`src/rtl/mdr_mem_port.sv`:
```
// Memory data register with handshaked sub-word memory access; MDR_TIMEOUT_EN adds a wait-state timeout.
// Latency: register load 1 cycle, access done/q 1 cycle after mem_ready; holds strobes until mem_ready.
module mdr_mem_port #(
  parameter int DATA_WIDTH     = 32,
  parameter int LANE_BITS      = 2,
  parameter int TIMEOUT_CYCLES = 16
) (
  input  logic                    clock,
  input  logic                    clear,
  input  logic                    MDRin,
  input  logic                    Read,
  input  logic                    Write,
  input  logic [1:0]              size,
  input  logic                    sign_ext,
  input  logic [LANE_BITS-1:0]    addr_lo,
  input  logic [DATA_WIDTH-1:0]   BusMuxOut,
  input  logic [DATA_WIDTH-1:0]   Mdatain,
  input  logic                    mem_ready,
  output logic                    mem_rd,
  output logic                    mem_wr,
  output logic [DATA_WIDTH/8-1:0] mem_be,
  output logic [DATA_WIDTH-1:0]   Mdataout,
  output logic [DATA_WIDTH-1:0]   q,
  output logic                    busy,
  output logic                    done,
  output logic                    err
);

  localparam int NB = DATA_WIDTH / 8;

  localparam logic [1:0] IDLE    = 2'd0;
  localparam logic [1:0] RD_WAIT = 2'd1;
  localparam logic [1:0] WR_WAIT = 2'd2;

  localparam logic [1:0] SZ_BYTE = 2'b00;
  localparam logic [1:0] SZ_HALF = 2'b01;
  localparam logic [1:0] SZ_FULL = 2'b10;

  if ((DATA_WIDTH % 8) != 0 || DATA_WIDTH < 32 || LANE_BITS != $clog2(DATA_WIDTH / 8)
      || TIMEOUT_CYCLES < 1) begin : g_bad_param
    $error("mdr_mem_port: inconsistent DATA_WIDTH/LANE_BITS/TIMEOUT_CYCLES");
  end

  logic [1:0]            state;
  logic [1:0]            lat_size;
  logic                  lat_sext;
  logic [LANE_BITS-1:0]  lat_lo;
  logic                  misaligned;
  logic [DATA_WIDTH-1:0] rd_shift;
  logic [DATA_WIDTH-1:0] rd_ext;
  logic [DATA_WIDTH-1:0] wr_dat;
  logic [NB-1:0]         wr_be;

`ifdef MDR_TIMEOUT_EN
  localparam int CW = $clog2(TIMEOUT_CYCLES + 1);
  logic [CW-1:0] wait_cnt;
  logic          wait_expired;
  assign wait_expired = (wait_cnt == CW'(TIMEOUT_CYCLES - 1));
`endif

  // Alignment is judged on the live request fields, before anything is latched.
  assign misaligned = (size == 2'b11)
                    || (size == SZ_HALF && addr_lo[0])
                    || (size == SZ_FULL && addr_lo != '0);

  assign mem_rd = (state == RD_WAIT);
  assign mem_wr = (state == WR_WAIT);
  assign busy   = (state != IDLE);

  assign rd_shift = Mdatain >> {lat_lo, 3'b000};

  always_comb begin
    rd_ext = rd_shift;
    wr_dat = q;
    wr_be  = '1;
    case (lat_size)
      SZ_BYTE: begin
        rd_ext = {{(DATA_WIDTH-8){lat_sext & rd_shift[7]}}, rd_shift[7:0]};
        wr_dat = {NB{q[7:0]}};
        wr_be  = {{(NB-1){1'b0}}, 1'b1} << lat_lo;
      end
      SZ_HALF: begin
        rd_ext = {{(DATA_WIDTH-16){lat_sext & rd_shift[15]}}, rd_shift[15:0]};
        wr_dat = {(NB/2){q[15:0]}};
        wr_be  = {{(NB-2){1'b0}}, 2'b11} << lat_lo;
      end
      default: begin
        rd_ext = rd_shift;
        wr_dat = q;
        wr_be  = '1;
      end
    endcase
  end

  assign mem_be   = mem_wr ? wr_be  : '0;
  assign Mdataout = mem_wr ? wr_dat : '0;

  always_ff @(posedge clock) begin
    if (clear) begin
      state    <= IDLE;
      q        <= '0;
      done     <= 1'b0;
      err      <= 1'b0;
      lat_size <= '0;
      lat_sext <= 1'b0;
      lat_lo   <= '0;
`ifdef MDR_TIMEOUT_EN
      wait_cnt <= '0;
`endif
    end else begin
      done <= 1'b0;
      err  <= 1'b0;
      case (state)
        IDLE: begin
          if (Read || Write) begin
            if (misaligned) begin
              err <= 1'b1;
            end else begin
              state    <= Read ? RD_WAIT : WR_WAIT;
              lat_size <= size;
              lat_sext <= sign_ext;
              lat_lo   <= addr_lo;
`ifdef MDR_TIMEOUT_EN
              wait_cnt <= '0;
`endif
            end
          end else if (MDRin) begin
            q <= BusMuxOut;
          end
        end
        RD_WAIT, WR_WAIT: begin
          if (mem_ready) begin
            if (state == RD_WAIT) q <= rd_ext;
            done  <= 1'b1;
            state <= IDLE;
`ifdef MDR_TIMEOUT_EN
          end else if (wait_expired) begin
            err   <= 1'b1;
            state <= IDLE;
          end else begin
            wait_cnt <= wait_cnt + 1'b1;
`endif
          end
        end
        default: state <= IDLE;
      endcase
    end
  end

endmodule

```
`config.mk`:
```
export PLATFORM = sky130hd
export DESIGN_NAME = mdr_mem_port
export DESIGN_NICKNAME = d
export VERILOG_FILES = /design/src/rtl/mdr_mem_port.sv
export SDC_FILE = /design/constraint.sdc
export NUM_CORES = 1
export LEC_CHECK = 0
export CAP_MARGIN = 20
export CORE_MARGIN = 10
export CORE_UTILIZATION = 40
export DETAILED_ROUTE_END_ITERATION = 6
export MAX_ROUTING_LAYER = met4
export PLACE_DENSITY = 0.89
export SYNTH_ARGS = -nofsm -noshare
export SYNTH_HDL_FRONTEND = slang
export SYNTH_SLANG_ARGS = --single-unit
```
`constraint.sdc`:
```
create_clock -name clock -period 2.7 [get_ports clock]
set_input_delay 0.27 -clock clock [delete_from_list [all_inputs] [get_ports clock]]
set_output_delay 0.27 -clock clock [all_outputs]
set_load 0.01 [all_outputs]
```
==> impl_metrics.ini <==
[status]
status = finished clean

[global_route]
grt_pass1_wl_um = 19290
grt_pass1_vias = 3577
grt-ovfl-total = 0
track_usage_pct = 21.32
grt_max_degree = 45
antenna_found_initial = 0

[clocking]
clkLatencyLatePin_ps = 300
cts-buffers-inserted = 5
clockBufferDepth = 2
cts_hold_buf = 0
cts_setup_buffers = 0
clk_pin_slew_worst_paths_ps = 90
postCtsResizedCells = 0
cts_tree = yes
numClockSinks = 41
htree_levels = 2
root_buffer = clkbuf_8

[detailed_routing]
drc = 0
first_iter_violations = 244
wl_um = 12970
via_count = 3606
drtPass1Iterations = 5
wl_per_cell_um = 20.78
vias_per_cell = 5.779
ant_nets = 0

[worst_setup_path]
r2r_start = state[1]
r2r_slack_ps = 570
crit_path_max_incr_delay_ps = 580
worstSetupEndpointType = output pin
path_cells = buf_12 > or2_2 > nand2_1 > a21boi_0 > clkdlybuf4s50_1
r2r_cells = 7
critPathLaunch = lat_size[1]
timing_worst_setup_path_type = reg -> out
reg2reg_to = q[10]
worstPathArrival_ps = 2170
start_kind = register
cp_max_fo = 26
required_ps = 2430
slowest_stage = clkdlybuf4s50_1

[pwr]
power_density_mw_per_mm2 = 390.1
p_leak_nw = 1.521
ir_worst_vdd_v = 0.0002630

[floorplanning]
dieArea_mm2 = 0.01188
die_y_um = 109.0
start_util_pct = 40.98
ios = 148
placementRows = 32
core_mm2 = 0.007727
fp.dieW_um = 109.0

[yosys]
synth.area.top_cells = dfxtp_1 26%, mux2i_1 17%, nand2_1 7.1%
syn-num-nets = 471
netlist.area_leader.share_pct = 25.92
netlist_area_mm2 = 0.003167
yosysSeqAreaShare_pct = 25.92
synth_mux_area_share_pct = 20.39
synth_commonest_cells = 60 x nand2_1, 53 x mux2i_1, 41 x dfxtp_1
yosysMostFrequentCell = nand2_1
synthCells = 393
synthSimpleGateAreaFrac_pct = 19.24
synth_cell_types = 43
synthAdderAreaFrac_pct = 1.185
yosysWarnings = 0
synth_area_per_cell_um2 = 8.058
synth_compound_area_share_pct = 27.34
yosys.area.top_type = dfxtp_1
synth_xor_area_share_pct = 0
async_flop_share_pct = 0
ys_ff_latch = 41
synth_ff_type = dfxtp_1
synth_edf_count = 0
synth_top_family_by_area = compound AO/OA/AOI/OAI gates

[worst_hold_path]
worstHoldStart = q[26]
hold_depth = 2
holdCritPathClass = reg -> reg
hold_end = q[26]

[sta]
fin_tns_setup_ps = 0
worstMarginPinSlew_ps = 681.0
clock_skew_ps = 11.76
max_freq_mhz = 409.8
setup_viol = 0
finalWorstSetupSlack_ps = 259.9
slew_viol_final = 0
holdWs_ps = 493.7
fin_crit_sh_pct = 90.38
hold_violations = 0
period_minus_slack_ps = 2440
grt_setup_unrepaired = false
relSlewSlack_pct = 54.60

[placed_design]
dp_hpwl_um = 10190
port-buffer-count = 147
place.gp.congestion = 0.9266
post-place-ws_ps = 466.3

[layout]
syn_to_final_growth_pct = 51.36
nFillCells = 641
num_antenna_cells = 0
drive_gt1_share_pct = 8.046
finalNetCount = 600

[run]
maxCapViolCount = 0
state kept, by name (all words and copies together) (netlist names):
signal    count
lat_size      2
q            32
err           1
lat_lo        2
lat_sext      1
done          1
state         2
worst max-delay path: cells and delay by family, from the launching register on:
family	cells	cell delay (ps)
AO/OA/AOI/OAI	1	180
buffers and inverters	2	810
flip-flops	1	540
AND/OR/NAND/NOR	2	330
cell families (layout without fill, tap and decap cells):
family                     count (synthesis)  count (layout)
muxes                                     62              62
buffers and inverters                     42             171
and+or+nand+nor                          125             125
adders and majority gates                  3               3
DFF                                       41              41
AOI/OAI and AO/OA                        120             120
where the power goes:
group | leakage (nW) | internal, mW | total (mW) | switching (mW)
clock network | 0.0412 | 0.179 | 0.403 | 0.224
registers | 0.334 | 0.656 | 0.730 | 0.0744
logic | 1.15 | 0.374 | 0.736 | 0.362
total | 1.52 | 1.21 | 1.87 | 0.661
layer usage:
metal / up-vias / wire length, um / GRT usage, %
met4: 0 / 401 / 8.569
met5: - / 0 / -
met2: 207 / 6119 / 34.96
met3: 33 / 1230 / 4.956
met1: 1678 / 5216 / 24.59
li1: 1688 / - / -
final cells by class:
class / count / area (um^2) / share of cell area [%]
clock buffers: 6 / 72.57 / 1.514
clock inverters: 1 / 8.758 / 0.1827
inverters: 5 / 18.77 / 0.3915
multi-input cells: 310 / 2158 / 45.03
flip-flops and latches: 41 / 820.8 / 17.12
well taps: 102 / 127.6 / 2.662
repair buffers: 159 / 1587 / 33.10
through the flow:
| step | instance area [um^2] | utilization [%] | power, mW | instances |
|---|---|---|---|---|
| 2_1_floorplan | 3167 | - | 1.114 | 393 |
| 3_3_place_gp | 4712 | 60.98 | 1.453 | 617 |
| 3_5_place_dp | 4712 | 60.98 | 1.471 | 617 |
| 4_1_cts | 4793 | 62.03 | 1.871 | 624 |
| 5_1_grt | 4793 | 62.03 | 1.955 | 624 |
| 6_report | 4793 | 62.03 | 1.870 | 624 |
cells in the final DEF, fill, tap and decap left out, drive strengths merged, types with 2 or more instances in the layout:
| cell | synthesis | routed |
|---|---|---|
| ha | 3 | 3 |
| a31oi | 3 | 3 |
| clkbuf | 21 | 6 |
| o22ai | 14 | 14 |
| a221oi | 16 | 16 |
| o21ai | 40 | 40 |
| nor2b | 20 | 20 |
| buf | 16 | 12 |
| mux2 | 7 | 7 |
| and2 | 17 | 17 |
| mux2i | 54 | 54 |
| nand2 | 60 | 60 |
| o221ai | 3 | 3 |
| a21oi | 16 | 16 |
| nor2 | 8 | 8 |
| nor3 | 2 | 2 |
| o21a | 5 | 5 |
| inv | 5 | 5 |
| nand3 | 7 | 7 |
| nand2b | 5 | 5 |
| o22a | 2 | 2 |
| a21boi | 8 | 8 |
| dfxtp | 41 | 41 |
| o2bb2ai | 7 | 7 |
| clkdlybuf4s50 | 0 | 147 |
worst max path at each step:
stage	endpoint	slack, ps	depth (start not counted)
2_1_floorplan	q[29]	790	8
3_3_place_gp	q[28]	560	6
3_5_place_dp	q[29]	470	6
4_1_cts	Mdataout[15]	290	5
5_1_grt	Mdataout[9]	160	5
6_report	Mdataout[15]	260	5
No activity file was read; power rests on OpenSTA's default activity.
